<file path="src/rtl/fifo_wr_arbiter.sv">
// fifo_wr_arbiter: round-robin sharing of the async FIFO write port plus flush sequencing (clk_in domain).
// Optional macro FIFO_ARB_BURST_LIMIT_EN caps each grant at MAX_BURST accepted words.
module fifo_wr_arbiter #(
  parameter int NUM_REQ      = 4,
  parameter int mem_width    = 32,
  parameter int MAX_BURST    = 16,
  parameter int FLUSH_CYCLES = 2
) (
  input  logic                         clk_in,
  input  logic                         reset,
  input  logic [NUM_REQ-1:0]           req,
  input  logic [NUM_REQ*mem_width-1:0] req_data,
  input  logic [NUM_REQ-1:0]           req_last,
  input  logic                         flush_req,
  input  logic                         full,
  output logic [NUM_REQ-1:0]           grant,
  output logic [NUM_REQ-1:0]           ack,
  output logic                         insert,
  output logic [mem_width-1:0]         data_in,
  output logic                         flush,
  output logic                         busy
);
  // state   | meaning
  // S_IDLE  | no requester owns the write port
  // S_GRANT | requester gnt_id owns the port until its packet (or burst) ends
  // S_FLUSH | flush held high for FLUSH_CYCLES cycles

  localparam int IDW = $clog2(NUM_REQ);
  localparam int FCW = (FLUSH_CYCLES > 1) ? $clog2(FLUSH_CYCLES) : 1;

  if (NUM_REQ < 2 || FLUSH_CYCLES < 1 || MAX_BURST < 1) begin : g_param_check
    $error("fifo_wr_arbiter: illegal parameter value");
  end

  typedef enum logic [1:0] {S_IDLE, S_GRANT, S_FLUSH} state_t;

  state_t               state;
  logic [IDW-1:0]       gnt_id;
  logic [IDW-1:0]       last_id;
  logic [IDW-1:0]       pick_id;
  logic                 pick_vld;
  logic                 flush_pend;
  logic [FCW-1:0]       flush_cnt;
  logic                 owner_req;
  logic                 owner_last;
  logic [mem_width-1:0] owner_data;
  logic                 burst_hit;

  always_comb begin
    owner_req  = 1'b0;
    owner_last = 1'b0;
    owner_data = '0;
    for (int i = 0; i < NUM_REQ; i++) begin
      if (gnt_id == IDW'(i)) begin
        owner_req  = req[i];
        owner_last = req_last[i];
        owner_data = req_data[i*mem_width +: mem_width];
      end
    end
  end

  // Scan last_id+1, last_id+2, ... and take the first requester found.
  always_comb begin
    pick_vld = 1'b0;
    pick_id  = last_id;
    for (int k = 1; k <= NUM_REQ; k++) begin
      for (int j = 0; j < NUM_REQ; j++) begin
        if (!pick_vld && req[j] && (j == (int'(last_id) + k) % NUM_REQ)) begin
          pick_vld = 1'b1;
          pick_id  = IDW'(j);
        end
      end
    end
  end

  assign insert  = (state == S_GRANT) & owner_req & ~full;
  assign ack     = grant & {NUM_REQ{insert}};
  assign data_in = insert ? owner_data : '0;
  assign busy    = (state != S_IDLE) | flush_pend;

`ifdef FIFO_ARB_BURST_LIMIT_EN
  localparam int BCW = $clog2(MAX_BURST + 1);
  logic [BCW-1:0] burst_cnt;

  assign burst_hit = (burst_cnt == BCW'(MAX_BURST - 1));

  always_ff @(posedge clk_in or negedge reset) begin
    if (!reset) begin
      burst_cnt <= '0;
    end else if (state != S_GRANT) begin
      burst_cnt <= '0;
    end else if (insert) begin
      burst_cnt <= burst_cnt + 1'b1;
    end
  end
`else
  assign burst_hit = 1'b0;
`endif

  always_ff @(posedge clk_in or negedge reset) begin
    if (!reset) begin
      state      <= S_IDLE;
      grant      <= '0;
      gnt_id     <= '0;
      last_id    <= IDW'(NUM_REQ - 1);
      flush_pend <= 1'b0;
      flush      <= 1'b0;
      flush_cnt  <= '0;
    end else begin
      case (state)
        S_IDLE: begin
          if (flush_req || flush_pend) begin
            state      <= S_FLUSH;
            flush      <= 1'b1;
            flush_cnt  <= FCW'(FLUSH_CYCLES - 1);
            flush_pend <= 1'b0;
          end else if (pick_vld) begin
            state   <= S_GRANT;
            grant   <= {{(NUM_REQ-1){1'b0}}, 1'b1} << pick_id;
            gnt_id  <= pick_id;
            last_id <= pick_id;
          end
        end
        S_GRANT: begin
          if (flush_req) begin
            flush_pend <= 1'b1;
          end
          // A stalled or absent owner keeps the port: packets never interleave.
          if (insert && (owner_last || burst_hit)) begin
            state <= S_IDLE;
            grant <= '0;
          end
        end
        S_FLUSH: begin
          if (flush_cnt == '0) begin
            state <= S_IDLE;
            flush <= 1'b0;
          end else begin
            flush_cnt <= flush_cnt - 1'b1;
          end
        end
        default: begin
          state <= S_IDLE;
          grant <= '0;
          flush <= 1'b0;
        end
      endcase
    end
  end

endmodule

</file>
<file path="config.mk">
export PLATFORM = sky130hd
export DESIGN_NAME = fifo_wr_arbiter
export DESIGN_NICKNAME = d
export VERILOG_FILES = /design/src/rtl/fifo_wr_arbiter.sv
export SDC_FILE = /design/constraint.sdc
export NUM_CORES = 1
export LEC_CHECK = 0
export ABC_AREA = 1
export CORE_MARGIN = 2
export CORE_UTILIZATION = 31
export CTS_BUF_LIST = sky130_fd_sc_hd__clkbuf_4
export CTS_CLUSTER_SIZE = 12
export DETAILED_ROUTE_END_ITERATION = 10
export PLACE_DENSITY = 0.84
export SLEW_MARGIN = 25
export SYNTH_ARGS = -nofsm -noshare
export SYNTH_HDL_FRONTEND = slang
export SYNTH_SLANG_ARGS = --single-unit
</file>
<file path="constraint.sdc">
create_clock -name clk_in -period 2.39 [get_ports clk_in]
set_clock_uncertainty 0.2 [all_clocks]
set_input_delay 0.239 -clock clk_in [delete_from_list [all_inputs] [get_ports clk_in]]
set_output_delay 0.239 -clock clk_in [all_outputs]
set_load 0.03 [all_outputs]
</file>
* Word level (Yosys, flattened, before mapping)
Index checks and enable logic that the tools add are counted.
** Word-level totals
- Bits in registers :: 13
- Input port bits :: 140
- Output and inout port bits :: 43
- Logic and storage cells :: 178
** Operators by class
- Add/subtract/negate cells :: 5
- Equal/unequal tests :: 24
- Shift operators :: 1
- Multiplexer cells :: 62
- Bitwise gates (word level) :: 12
- Reductions and logical operators :: 67
** Operator list (number)
- $mux 32 :: 5
- $logic_not 32->1 :: 4
- $mux 2 :: 20
- $logic_and 1x1->1 :: 32
- $mux 1 :: 29
- $eq 3x3->1 const A :: 8
- $logic_not 1->1 :: 15
- $eq 2x3->1 const A :: 4
- $mux 4 :: 3
- $pmux 4 s3 :: 1
- $reduce_and 3->1 :: 4
- $ne 2x2->1 const B :: 5
- $reduce_or 2->1 :: 4
- $eq 2x2->1 const B :: 3
- $pmux 2 s3 :: 1
- $reduce_bool 2->1 :: 3
- $add 2x1->2 const B :: 2
- $add 2x2->2 const B :: 2
- $and 1x1->1 const A :: 4
- $and 4x4->4 :: 1
- $eq 2x1->1 const B :: 2
- $logic_not 2->1 :: 2
- $not 1->1 :: 4
- $pmux 1 s2 :: 2
- 10 further kinds :: 11

* Logic depth before layout (Yosys ltp)
Gate-level depths: netlist (run 1).
- Word-level depth :: 70
- Gate-level depth with buffers :: 15
- Gate-level depth less buffers :: 15

* Worst setup path before layout (run 1)
OpenSTA, ideal clock, no wires.
- Kind :: register to output
- Start :: register gnt_id[1]
- End :: output port data_in[15]
- Arrival :: 2268 ps
- Data required time :: 1951 ps
- Setup slack :: -317 ps
- Stages on the path, launching flop included :: 8
- Path buffers :: 1
- Path through :: dfrtp_1 -> nand2_2 -> nor2_1 -> nor3b_1 -> a21boi_2 -> inv_2 -> buf_1 -> a211oi_1
** On the way
- Cells in the longest elaborated chain, start to end :: 8
- Elaborated cells between the ends (all ways) :: 15
- Classes of those cells :: eq/ne (3); mux (9); bitwise (2); reduce/logical (1)
** Ends and longest elaborated chain
- start, declared :: RTL line 38 : logic [IDW-1:0] gnt_id;
- start signal, assigned :: RTL line 120 : gnt_id <= pick_id;
- $logic_not 2->1 :: RTL line 54 : if (gnt_id == IDW'(i)) begin
- $mux 1 (3 in series) :: RTL line 54
- $mux 1 * :: RTL line 54
- $and 1x1->1 * (2 in series) :: RTL line 76 : assign insert = (state == S_GRANT) & owner_req & ~full;
- via insert :: RTL line 18 : output logic insert,
- $mux 32 * :: RTL line 78 : assign data_in = insert ? owner_data : '0;
- end, declared :: RTL line 19 : output logic [mem_width-1:0] data_in,
Mark *: on every way through the listed nets, which the timed path passes. The rest lies on a longest branch.

* Worst setup path in the final report (run 1)
- Start :: input port req[2]
- End :: output port data_in[0]
** On the way
- Cells in the longest elaborated chain, start to end :: 5
** Ends and longest elaborated chain
- start, declared :: RTL line 11 : input logic [NUM_REQ-1:0] req,
- $mux 1 (2 in series) :: RTL line 54
- $and 1x1->1 (2 in series) :: RTL line 76
- $mux 32 :: RTL line 78
No other way between the ends.

==> results.toml, run 1 <==
[worst_setup_path]
setup.worst_path.start = "req[2]"
critPathBufInv = 5
cp.depth = 9
cp-end-kind = "output pin"
crit_chain = "clkdlybuf4s50_1 > inv_1 > nand2_1 > o221ai_2 > a21boi_4 > inv_4 > clkbuf_16 > a211oi_2 > buf_4"
r2r-start = "last_id[0]$_DFFE_PN1P_"
arrival_ns = 1.89
crit_family = "buffers and inverters"
r2r.worst_path.cells = 12
max_stage_delay_ns = 0.55
worst_path_max_delay_cell = "clkdlybuf4s50_1"
worst_ep_required_time_ns = 1.95
criticalPathCategory = "in -> out"
critical_path.max_fanout = 6
startpoint_type = "primary input"

[floorplanning]
io_pins = 183
core_area_um2 = 5820
rows = 28
die-area_um2 = 6580
dieWidth_um = 81.1
die_h_um = 81.1
initial_utilization_pct = 31.7

[clocking]
ctsHoldBuffers = 0
htreeDepth = 1
cts_tree = "yes"
path_clk_slew_ns = 0.08
root_buffer = "clkbuf_4"
cts.path.max_buffers = 2
cts.sinks = 13
clk_latency_ns = 0.28
cts_inserted_buffers = 3

[sta]
relSlewSlack_pct = 61.4
rsz0062_at_grt = "yes"
tightest_slew_ns = 0.577
fin_crit_ns = 2.33
finalCritPeriodShare_pct = 97.6
fmax_mhz = 429
hold_violations = 0
whs_ns = 0.126
setup_viol = 0
drv_slew = 0

[power]
ir_worst_vdd_uv = 805
pwr-share-comb_pct = 84.1
seq_power_share_pct = 11.9
p_per_area_nw_per_um2 = 900
switching_power_mw = 2.04
p_sw_share_pct = 54.4
clock_power_share_pct = 4.0
internal-power_mw = 1.71
power_leakage_nw = 1.74

[synthesis]
syn_nets = 453
ys_types = 31
netlist_instances = 313
ys_warn_count = 0
syn_area_um2 = 1840
avgSynthCellArea_um2 = 5.89
synth-seq-area-share_pct = 17.8
ys_seq_elements = 13

[finish]
finalNonFillerCells = 586
utilization_pct = 71.5
areaGrowthSynthToFinish_pct = 126
layout-drive-gt1-share_pct = 26.2
num_antenna_cells = 0
final_nets = 652
fillers = 482
final_cell_mix = "clkdlybuf4s50_1, nor2_1, buf_4"
layout_commonest_cell = "clkdlybuf4s50_1"

[global_routing]
first_global_vias = 2636
met2_usage_pct = 44.3
grt_max_degree = 26
grt_usage_pct = 25.1
grt_util_met1_pct = 31.5
met3_usage_pct = 7.22
grt_busiest_layer = "met2"
antenna_found_initial = 0
grt_pass1_wl_um = 13000
grt_overflow = 0

[drt]
avgViaCountPerCell = 5.26
drt-pass1-iter-count = 5
drtIter0Drc = 171
routed_wirelength_um = 9720
antenna_left = 0
dr_total_vias = 3084
wl_per_cell_um = 16.6
drc_errors = 0

[worst_hold_path]
min_path_type = "in -> async"

[job]
maxCapViolations = 0

[placed_design]
port_buffers = 182
dp_hpwl_um = 7520
gp_congestion = 0.942
dp_cells = 569

[status]
status = "complete, no violations"
==> power by group through the flow <==
stage          combinational, mW  clock (mW)  sequential [mW]
3_3_place_gp                2.74           0            0.428
6_report                    3.15       0.149            0.445
4_1_cts                     2.83       0.155            0.433
5_1_grt                     3.41       0.161            0.457
2_1_floorplan               1.81           0            0.462
3_5_place_dp                2.78           0            0.428
==> state kept, by name (all words and copies together), names as in the netlist <==
signal,flops
grant,4
gnt_id,2
last_id,2
state,2
flush,1
flush_cnt,1
flush_pend,1
==> cells in the mapped netlist, drive strengths merged <==
| library cell | count | area, um2 |
|---|---|---|
| nor3 | 4 | 25.0 |
| a221oi | 18 | 158 |
| clkbuf | 10 | 37.5 |
| dfrtp | 11 | 275 |
| a21boi | 1 | 11.3 |
| buf | 7 | 31.3 |
| o21ai | 23 | 115 |
| nand3 | 15 | 97.6 |
| nor3b | 1 | 7.51 |
| nand2 | 63 | 259 |
| nand4 | 4 | 40.0 |
| a211oi | 18 | 135 |
| o22ai | 14 | 87.6 |
| nor2 | 74 | 300 |
| a21oi | 17 | 85.1 |
| and3 | 1 | 7.51 |
| o221ai | 1 | 8.76 |
| dfstp | 2 | 52.6 |
| inv | 29 | 109 |
==> per-stage QoR <==
| stage | total power, mW | cell area, um2 | setup slack [ns] | TNS (ns) |
|---|---|---|---|---|
| 2_1_floorplan | 2.27 | 1990 | -0.0498 | -0.299 |
| 3_3_place_gp | 3.17 | 3880 | 0.0983 | 0 |
| 3_5_place_dp | 3.21 | 3880 | 0.0322 | 0 |
| 4_1_cts | 3.42 | 3950 | 0.0215 | 0 |
| 5_1_grt | 4.03 | 4160 | -0.0948 | -0.390 |
| 6_report | 3.74 | 4160 | 0.0582 | 0 |
==> layout make-up <==
cell class / count / area, um2 / area share (%)
Multi-Input combinational cell: 254 / 1590 / 38.3
Tap cell: 75 / 93.8 / 2.26
Clock buffer: 4 / 30.0 / 0.722
Sequential cell: 13 / 330 / 7.94
Inverter: 29 / 114 / 2.74
Timing Repair Buffer: 211 / 2000 / 48.0
==> worst paths after layout <==
| check | end | slack [ns] |
|---|---|---|
| min reg2reg | flush$_DFFE_PN0P_ | 0.31 |
| max in group asynchronous | gnt_id[0]$_DFFE_PN0P_ | 1.46 |
| max reg2reg | grant[2]$_DFFE_PN0P_ | 0.07 |
| min in group clk_in | flush$_DFFE_PN0P_ | 0.31 |
| max | data_in[0] | 0.06 |
| min | grant[2]$_DFFE_PN0P_ | 0.13 |
==> logic make-up after synthesis <==
group | share of synthesized area (%)
compound gates | 32.6
buf+inv | 9.64
flops | 17.8
simple gates | 40.0
==> metal layers <==
layer | wire length (um) | share of wire [%]
met1 | 3800 | 39
met2 | 4800 | 49
met3 | 1010 | 10
met5 | 0 | 0
met4 | 112 | 1.2
==> timing repair <==
action,4_1_cts,5_1_grt
pin swaps,1,14
cloned,0,2
gates resized for setup,4,27
endpoints found under the setup margin,19,37
setup buffers,3,8
Note: power is estimated with default switching activity, not from simulation.
==> inputs of run 2 (changes only) <==
--- a/config.mk
+++ b/config.mk
@@ -12,6 +12,7 @@
 export CTS_CLUSTER_SIZE = 12
 export DETAILED_ROUTE_END_ITERATION = 10
 export PLACE_DENSITY = 0.84
+export SETUP_SLACK_MARGIN = 0.3
 export SLEW_MARGIN = 25
 export SYNTH_ARGS = -nofsm -noshare
 export SYNTH_HDL_FRONTEND = slang
==> run 2 against run 1 <==
Compared with the run above: clock power down 3%; die area unchanged; final cell count grew 0.68%; combinational power rose by 11%; global-route usage grew 2.7 points; sequential share of layout area down 0.66 points; hold slack gained 0.0092 ns; sequential power barely moved; critical path type is now reg -> out.
==> results.toml, run 2 (synthesis results as in run 1) <==
[status]
status = "complete, no violations"

[global_routing]
grt_max_degree = 34
first_global_vias = 3005
met2_usage_pct = 53.6
grt_overflow = 0
antenna_found_initial = 0
met3_usage_pct = 7.33
grt_usage_pct = 27.8
grt_util_met1_pct = 30.2
grt_pass1_wl_um = 14500
grt_busiest_layer = "met2"

[worst_setup_path]
arrival_ns = 1.94
criticalPathCategory = "reg -> out"
startpoint_type = "flop"
crit_chain = "nand2_4 > buf_4 > inv_1 > buf_4 > a221oi_1 > a211oi_4 > buf_6"
worst_ep_required_time_ns = 1.95
cp-end-kind = "output pin"
cpMostUsedCell = "buf_4"
worst_path_max_delay_cell = "dfrtp_2"
max_stage_delay_ns = 0.47
critical_path.max_fanout = 11

[drt]
antenna_left = 0
dr_total_vias = 3166
drtIter0Drc = 69
drt-pass1-iter-count = 4
routed_wirelength_um = 10400
wl_per_cell_um = 17.6
avgViaCountPerCell = 5.37
drc_errors = 0

[finish]
final_nets = 656
fillers = 416
layout-drive-gt1-share_pct = 32.2
largest_reg_flops = 4
final_cell_mix = "clkdlybuf4s50_1, nand2_1, nor2_1"
design_area_um2 = 4540
areaGrowthSynthToFinish_pct = 146
layout_commonest_cell = "clkdlybuf4s50_1"
num_antenna_cells = 0
top_register = "grant"

[sta]
fmax_mhz = 421
finalCritPeriodShare_pct = 99.5
setup_ws_ns = 0.0130
hold_violations = 0
whs_ns = 0.135
drv_slew = 0
relSlewSlack_pct = 60.8
setup_viol = 0
tns_ns = 0
rsz0062_at_grt = "yes"
tightest_slew_ns = 0.586
fin_crit_ns = 2.38

[clocking]
cts_tree = "yes"
root_buffer = "clkbuf_4"
cts_inserted_buffers = 3
path_clk_slew_ns = 0.08
htreeDepth = 1
clk_latency_ns = 0.27
cts.path.max_buffers = 2
ctsHoldBuffers = 0
cts.sinks = 13

[floorplanning]
core_area_um2 = 5820
initial_utilization_pct = 31.7
die_h_um = 81.1
die-area_um2 = 6580
io_pins = 183
dieWidth_um = 81.1
rows = 28

[power]
power_leakage_nw = 1.83
power_mw = 4.08
p_per_area_nw_per_um2 = 900
ir_worst_vdd_uv = 640

[placed_design]
port_buffers = 182
dpl_cell_area_um2 = 4020
place_worst_setup_slack_ns = -0.0118
dp_hpwl_um = 7330
gp_congestion = 0.882

[job]
maxCapViolations = 0

[worst_hold_path]
min_path_type = "in -> async"
run 2: cell count changes in the layout (fill, tap and decap cells not counted), sizes merged:
cell / before / now
clkdlybuf4s50: 145 / 143
dlymetal6s2s: 0 / 1
dlygate4sd2: 0 / 1
buf: 65 / 69
run 2: worst max-delay path, delay by kind of cell (launching register included):
kind                   cells  cell delay (ns)
buffers and inverters      4             0.56
AO/OA/AOI/OAI              2             0.54
flip-flops                 1             0.47
AND/OR/NAND/NOR            1             0.09
run 2: path summary, 6_finish.rpt:
kind                                              from                     to  depth (start not counted)  slack (ns)
min in group clk_in               grant[0]$_DFFE_PN0P_   grant[0]$_DFFE_PN0P_                          2        0.32
worst max register to register  last_id[0]$_DFFE_PN1P_   grant[3]$_DFFE_PN0P_                         14        0.07
worst min-delay path                             reset   grant[1]$_DFFE_PN0P_                          1        0.14
worst max-delay path             gnt_id[0]$_DFFE_PN0P_             data_in[9]                          7        0.01
worst min register to register    grant[0]$_DFFE_PN0P_   grant[0]$_DFFE_PN0P_                          2        0.32
max in group asynchronous                        reset  gnt_id[1]$_DFFE_PN0P_                          1        1.44
run 2: final cells by class:
class / instances / area, um2 / area share (%)
well taps: 75 / 93.8 / 2.07
inverters: 29 / 116 / 2.56
repair buffers: 215 / 2180 / 48.0
multi-input cells: 254 / 1790 / 39.4
clock buffers: 4 / 30.0 / 0.662
flip-flops and latches: 13 / 330 / 7.28
run 2: report_power, final:
group	internal [mW]	total [mW]	leakage (nW)	switching, mW
logic	1.43	3.49	1.65	2.07
registers	0.335	0.445	0.158	0.110
clock network	0.0760	0.145	0.0184	0.0692
total	1.84	4.08	1.83	2.25
run 2: metal layers:
metal,up-vias,wire length [um]
met1,1484,3720
li1,1487,-
met3,29,887
met4,0,318
met5,-,0
met2,166,5430
run 2: per-stage QoR:
stage | utilization, % | instances
after floorplan | - | 313
after global placement | 69.1 | 567
after detailed placement | 69.1 | 567
after CTS | 75.4 | 582
after global routing | 78.0 | 590
final | 78.0 | 590
run 2: what timing repair did:
item,4_1_cts,5_1_grt
setup endpoints to repair,45,45
cloned,2,1
pin swaps,7,10
setup buffers,9,7
resized for setup,51,19
